--- config.mk ---
export PLATFORM = sky130hd
export DESIGN_NAME = sync_fifo_flags
export DESIGN_NICKNAME = d
export VERILOG_FILES = /design/src/rtl/sync_fifo_flags.sv
export SDC_FILE = /design/constraint.sdc
export NUM_CORES = 1
export LEC_CHECK = 0
export ABC_AREA = 1
export CAP_MARGIN = 20
export CORE_ASPECT_RATIO = 1.2
export CORE_MARGIN = 5
export CORE_UTILIZATION = 67
export CTS_BUF_LIST = sky130_fd_sc_hd__clkbuf_8
export CTS_CLUSTER_SIZE = 10
export DETAILED_ROUTE_END_ITERATION = 16
export PLACE_DENSITY = 0.93
export SYNTH_ARGS = -nofsm -noshare
export SYNTH_HDL_FRONTEND = slang
export SYNTH_SLANG_ARGS = --single-unit
--- constraint.sdc ---
create_clock -name clk -period 5.68 [get_ports clk]
set_input_delay 1.136 -clock clk [delete_from_list [all_inputs] [get_ports clk]]
set_output_delay 1.136 -clock clk [all_outputs]
set_load 0.02 [all_outputs]
--- src/rtl/sync_fifo_flags.sv ---
// ---------------------------------------------------------------------------
// sync_fifo_flags
//   Single-clock FIFO with a registered occupancy count, programmable
//   almost-full / almost-empty thresholds, selectable first-word-fall-through
//   read mode and sticky overflow / underflow error flags.
//
// Ports
//   clk           clock, all state updates on the rising edge
//   rst_n         asynchronous active-low reset
//   wr_en         write request
//   data_in       write data
//   rd_en         read request (FWFT=1: pop / acknowledge the head word)
//   data_out      read data (FWFT=0: registered, FWFT=1: head of queue)
//   count         occupancy, 0..DEPTH
//   full          count == DEPTH
//   empty         count == 0
//   almost_full   count >= AF_THRESH
//   almost_empty  count <= AE_THRESH
//   clr_err       synchronous clear of overflow / underflow
//   overflow      sticky: write attempted while full
//   underflow     sticky: read attempted while empty
// ---------------------------------------------------------------------------
module sync_fifo_flags #(
    parameter int DATA_WIDTH = 8,
    parameter int DEPTH      = 16,
    parameter int AF_THRESH  = DEPTH - 2,
    parameter int AE_THRESH  = 2,
    parameter int FWFT       = 0
) (
    input  logic                    clk,
    input  logic                    rst_n,
    input  logic                    wr_en,
    input  logic [DATA_WIDTH-1:0]   data_in,
    input  logic                    rd_en,
    output logic [DATA_WIDTH-1:0]   data_out,
    output logic [$clog2(DEPTH):0]  count,
    output logic                    full,
    output logic                    empty,
    output logic                    almost_full,
    output logic                    almost_empty,
    input  logic                    clr_err,
    output logic                    overflow,
    output logic                    underflow
);

    localparam int PW = $clog2(DEPTH);
    localparam int CW = PW + 1;

    localparam logic [CW-1:0] DEPTH_C = CW'(DEPTH);
    localparam logic [CW-1:0] AF_C    = CW'(AF_THRESH);
    localparam logic [CW-1:0] AE_C    = CW'(AE_THRESH);

    logic [DATA_WIDTH-1:0] mem [DEPTH];
    logic [PW-1:0]         wr_ptr_reg;
    logic [PW-1:0]         rd_ptr_reg;
    logic [CW-1:0]         count_reg;
    logic                  overflow_reg;
    logic                  underflow_reg;

    logic wr_acc;
    logic rd_acc;

    // Status flags are pure decodes of the count register: no added latency.
    assign full         = (count_reg == DEPTH_C);
    assign empty        = (count_reg == '0);
    assign almost_full  = (count_reg >= AF_C);
    assign almost_empty = (count_reg <= AE_C);
    assign count        = count_reg;
    assign overflow     = overflow_reg;
    assign underflow    = underflow_reg;

    // Both acceptances use pre-edge state, so a simultaneous read on an
    // empty FIFO never bypasses the word being written.
    assign wr_acc = wr_en & ~full;
    assign rd_acc = rd_en & ~empty;

    // Storage has no reset: contents are simply abandoned when the
    // pointers return to zero.
    always_ff @(posedge clk) begin
        if (wr_acc) begin
            mem[wr_ptr_reg] <= data_in;
        end
    end

    always_ff @(posedge clk or negedge rst_n) begin
        if (!rst_n) begin
            wr_ptr_reg    <= '0;
            rd_ptr_reg    <= '0;
            count_reg     <= '0;
            overflow_reg  <= 1'b0;
            underflow_reg <= 1'b0;
        end else begin
            if (wr_acc) begin
                wr_ptr_reg <= wr_ptr_reg + 1'b1;
            end
            if (rd_acc) begin
                rd_ptr_reg <= rd_ptr_reg + 1'b1;
            end

            case ({wr_acc, rd_acc})
                2'b10:   count_reg <= count_reg + 1'b1;
                2'b01:   count_reg <= count_reg - 1'b1;
                default: count_reg <= count_reg;
            endcase

            // A new error event in the same cycle as clr_err keeps the flag set.
            if (wr_en && full) begin
                overflow_reg <= 1'b1;
            end else if (clr_err) begin
                overflow_reg <= 1'b0;
            end

            if (rd_en && empty) begin
                underflow_reg <= 1'b1;
            end else if (clr_err) begin
                underflow_reg <= 1'b0;
            end
        end
    end

    generate
        if (FWFT != 0) begin : g_fwft
            // Head word is visible as soon as it is stored; zero while empty.
            assign data_out = empty ? '0 : mem[rd_ptr_reg];
        end else begin : g_std
            logic [DATA_WIDTH-1:0] data_out_reg;

            // Loaded only on an accepted read; holds through rejected reads.
            always_ff @(posedge clk or negedge rst_n) begin
                if (!rst_n) begin
                    data_out_reg <= '0;
                end else if (rd_acc) begin
                    data_out_reg <= mem[rd_ptr_reg];
                end
            end

            assign data_out = data_out_reg;
        end
    endgenerate

    // Structural invariants, ignored while reset is asserted.
    a_count_range : assert property (@(posedge clk) disable iff (!rst_n)
        count_reg <= DEPTH_C);
    a_no_wr_full : assert property (@(posedge clk) disable iff (!rst_n)
        !(wr_acc && full));
    a_no_rd_empty : assert property (@(posedge clk) disable iff (!rst_n)
        !(rd_acc && empty));
    // Pointer difference matches the low bits of count; equal pointers
    // mean either completely empty or completely full.
    a_ptr_count : assert property (@(posedge clk) disable iff (!rst_n)
        (PW'(wr_ptr_reg - rd_ptr_reg) == count_reg[PW-1:0]) &&
        ((wr_ptr_reg != rd_ptr_reg) || (count_reg == '0) || (count_reg == DEPTH_C)));

endmodule

==> impl_metrics.csv <==
group,metric,value,unit
clock_network,cts_hold_buffers,0,
clock_network,cts_root_buffer,"clkbuf_8",
critical_path,cp_cell_sequence,"nor2_2 > nand4_1 > inv_1 > clkdlybuf4s50_1",
power,power.total,3.63,mW
floorplan,core_area,9960,sq um
worst_hold_path,hold_path.class,"register to register",
flow_run,cap_violations,0,
placement,place_hpwl,10200,um
clock_network,clk_path_buf_depth,2,
routing,vias,4918,
routing,wl_per_cell,18.4,um
placement,dp_slack,2.30,ns
logic_synthesis,yosys.area.top_type_share,56.9,%
critical_path,arrival,1.95,ns
floorplan,die_h,120,um
logic_synthesis,synth_cell_types,23,
sta,hold-worst-slack,0.492,ns
clock_network,worstSkewPairLatency,0.45,ns
logic_synthesis,synthMostInstantiatedCell,"nand2_1",
critical_path,path_max_fanout,6,
clock_network,cts_tree,"done",
sta,fmax,0.324,GHz
sta,period_share,54.3,%
floorplan,rows,40,
outcome,status,"completed",
clock_network,cts.clk_slew.worst_paths,0.07,ns
placement,port_buffers,31,
sta,fin_ws,2.59,ns
final_layout,area.growth.synth_to_final,10.5,%
floorplan,io_pins,32,
grt,grt-ovfl-total,0,
logic_synthesis,synth_top_cell_by_area,"edfxtp_1",
sta,fin_worst_skew,0.0113,ns
power,power_density,487,nW/um^2
grt,grt_pass1_vias,4913,
routing,routed_wl,15600,um
routing,ant_nets,0,
grt,grt_start_max_net_pins,68,
critical_path,setup.worst_path.start_class,"register",
sta,slew_viol_final,0,
floorplan,die_w,102,um
critical_path,cp.required,4.54,ns
final_layout,utilization,74.9,%
routing,drtIter0Drc,785,
critical_path,crit_family,"buffers and inverters",
logic_synthesis,async_flop_share,15.2,%
clock_network,post_cts_buffers,0,
clock_network,numClockSinks,151,
routing,first_pass_iters,8,
floorplan,dieArea,12200,sq um
grt,antenna_found_initial,0,
critical_path,critPathKind,"register to output pin",
routing,vias_per_cell,5.81,
sta,tightest_slew,1.06,ns
clock_network,cts.htree.levels,4,
logic_synthesis,synth_ff_type,"edfxtp_1",
sta,hold_viol,0,
power,power.leakage,3.31,nW
power,ir_drop,0.375,mV
placement,gp_congestion,1.02,
logic_synthesis,ys_seq_elements,151,
logic_synthesis,synth-edff-count,128,
logic_synthesis,synth.avg_cell_area,9.94,sq um
routing,drc_errors,0,
final_layout,num_antenna_cells,0,
final_layout,fin_nets,729,
grt,grt_pass1_wl,24800,um
logic_synthesis,ys_top_cells_by_area,"edfxtp_1 (57%), nand2_1 (12%), dfrtp_1 (8.5%)",
sta,finalSetupViolCount,0,
logic_synthesis,synth_cells,679,
critical_path,cp_slowest_cell,"clkdlybuf4s50_1",
sta,slew_headroom,29.5,%
sta,grt_setup_unrepaired,"no",
final_layout,largest_reg_flops,128,
logic_synthesis,seq_area_frac_synth,65.5,%
sta,finalSetupTns,0,ns
critical_path,critPathMaxStageDelay,0.61,ns
clock_network,cts_made_buffers,17,
logic_synthesis,syn-num-nets,701,
sta,period_minus_slack,3.09,ns
logic_synthesis,ys_warn_count,0,
logic_synthesis,netlist_top_cells_count,"nand2_1 (224), edfxtp_1 (128), inv_1 (118)",
logic_synthesis,syn_area,6750,sq um
critical_path,path_buf_inv,2,
final_layout,drive_above_1_share,5.14,%
critical_path,end_kind,"output pin",
clock_network,cts_resized,0,
floorplan,start_util,67.8,%
grt,grt_util_all_layers,27.5,%
area by class of cell:
class / instances / area, sq um
repair buffers: 35 / 360
clock buffers: 17 / 234
clock inverters: 15 / 114
well taps: 126 / 158
inverters: 122 / 458
multi-input cells: 380 / 1720
flip-flops and latches: 151 / 4420
fillers: 589 / 2500
logic make-up (layout without fill, tap and decap cells):
logic type | count (synthesis) | in the layout | synth area share, %
compound gates | 13 | 13 | 1.04
xor+xnor | 10 | 10 | 1.30
fa+ha+maj | 9 | 9 | 1.67
buf+inv | 148 | 189 | 9.14
flops | 151 | 151 | 65.5
simple gates | 348 | 348 | 21.4
tightest hold or removal path, cell delays in order, from the launching register on:
cell and delay, ns:
dfrtp_1 0.35, nand2_1 0.06, nand2_1 0.06
placed cells by master, fill, tap and decap left out, types with 2 or more instances in the layout:
| cell type | n |
|---|---|
| clkbuf_8 | 17 |
| inv_2 | 2 |
| nor2_1 | 17 |
| nand2_1 | 224 |
| o21ai_0 | 8 |
| a21oi_1 | 2 |
| xor2_1 | 9 |
| buf_4 | 2 |
| edfxtp_1 | 128 |
| inv_1 | 120 |
| clkdlybuf4s50_1 | 31 |
| clkinv_4 | 2 |
| nand3_1 | 103 |
| clkinv_1 | 4 |
| clkinv_2 | 4 |
| dfrtp_1 | 22 |
| clkinvlp_4 | 3 |
| nand4_1 | 2 |
| ha_1 | 9 |
power breakdown:
part	internal [mW]	switching (mW)	leakage, nW
clock network	0.338	0.387	0.179
logic	0.450	0.965	1.70
registers	1.37	0.119	1.44
total	2.16	1.47	3.31
metal layers:
metal | track usage [%] | up-vias | part of all wire, %
li1 | - | 2216 | -
met4 | 14.0 | 0 | 5.0
met1 | 33.8 | 2294 | 35
met2 | 45.3 | 334 | 51
met5 | 0 | - | 0
met3 | 6.05 | 74 | 9.2
path summary, 6_finish.rpt:
check	start	slack, ns	end	depth (start not counted)
setup / recovery	count[2]$_DFFE_PN0P_	2.59	empty	4
hold / removal	data_out[5]$_DFFE_PN0P_	0.49	data_out[5]$_DFFE_PN0P_	2
setup reg to reg	count[1]$_DFFE_PN0P_	3.12	count[4]$_DFFE_PN0P_	14
hold reg to reg	data_out[5]$_DFFE_PN0P_	0.49	data_out[5]$_DFFE_PN0P_	2
max in group asynchronous	rst_n	4.34	rd_ptr_reg[0]$_DFFE_PN0P_	2
min in group asynchronous	rst_n	0.91	data_out[1]$_DFFE_PN0P_	1
stage by stage:
stage	area (sq um)	std cells
after floorplan	6750	679
after global placement	7080	812
after detailed placement	7080	812
after CTS	7420	844
after global routing	7460	846
final	7460	846
(Power assumes the default switching activity.)
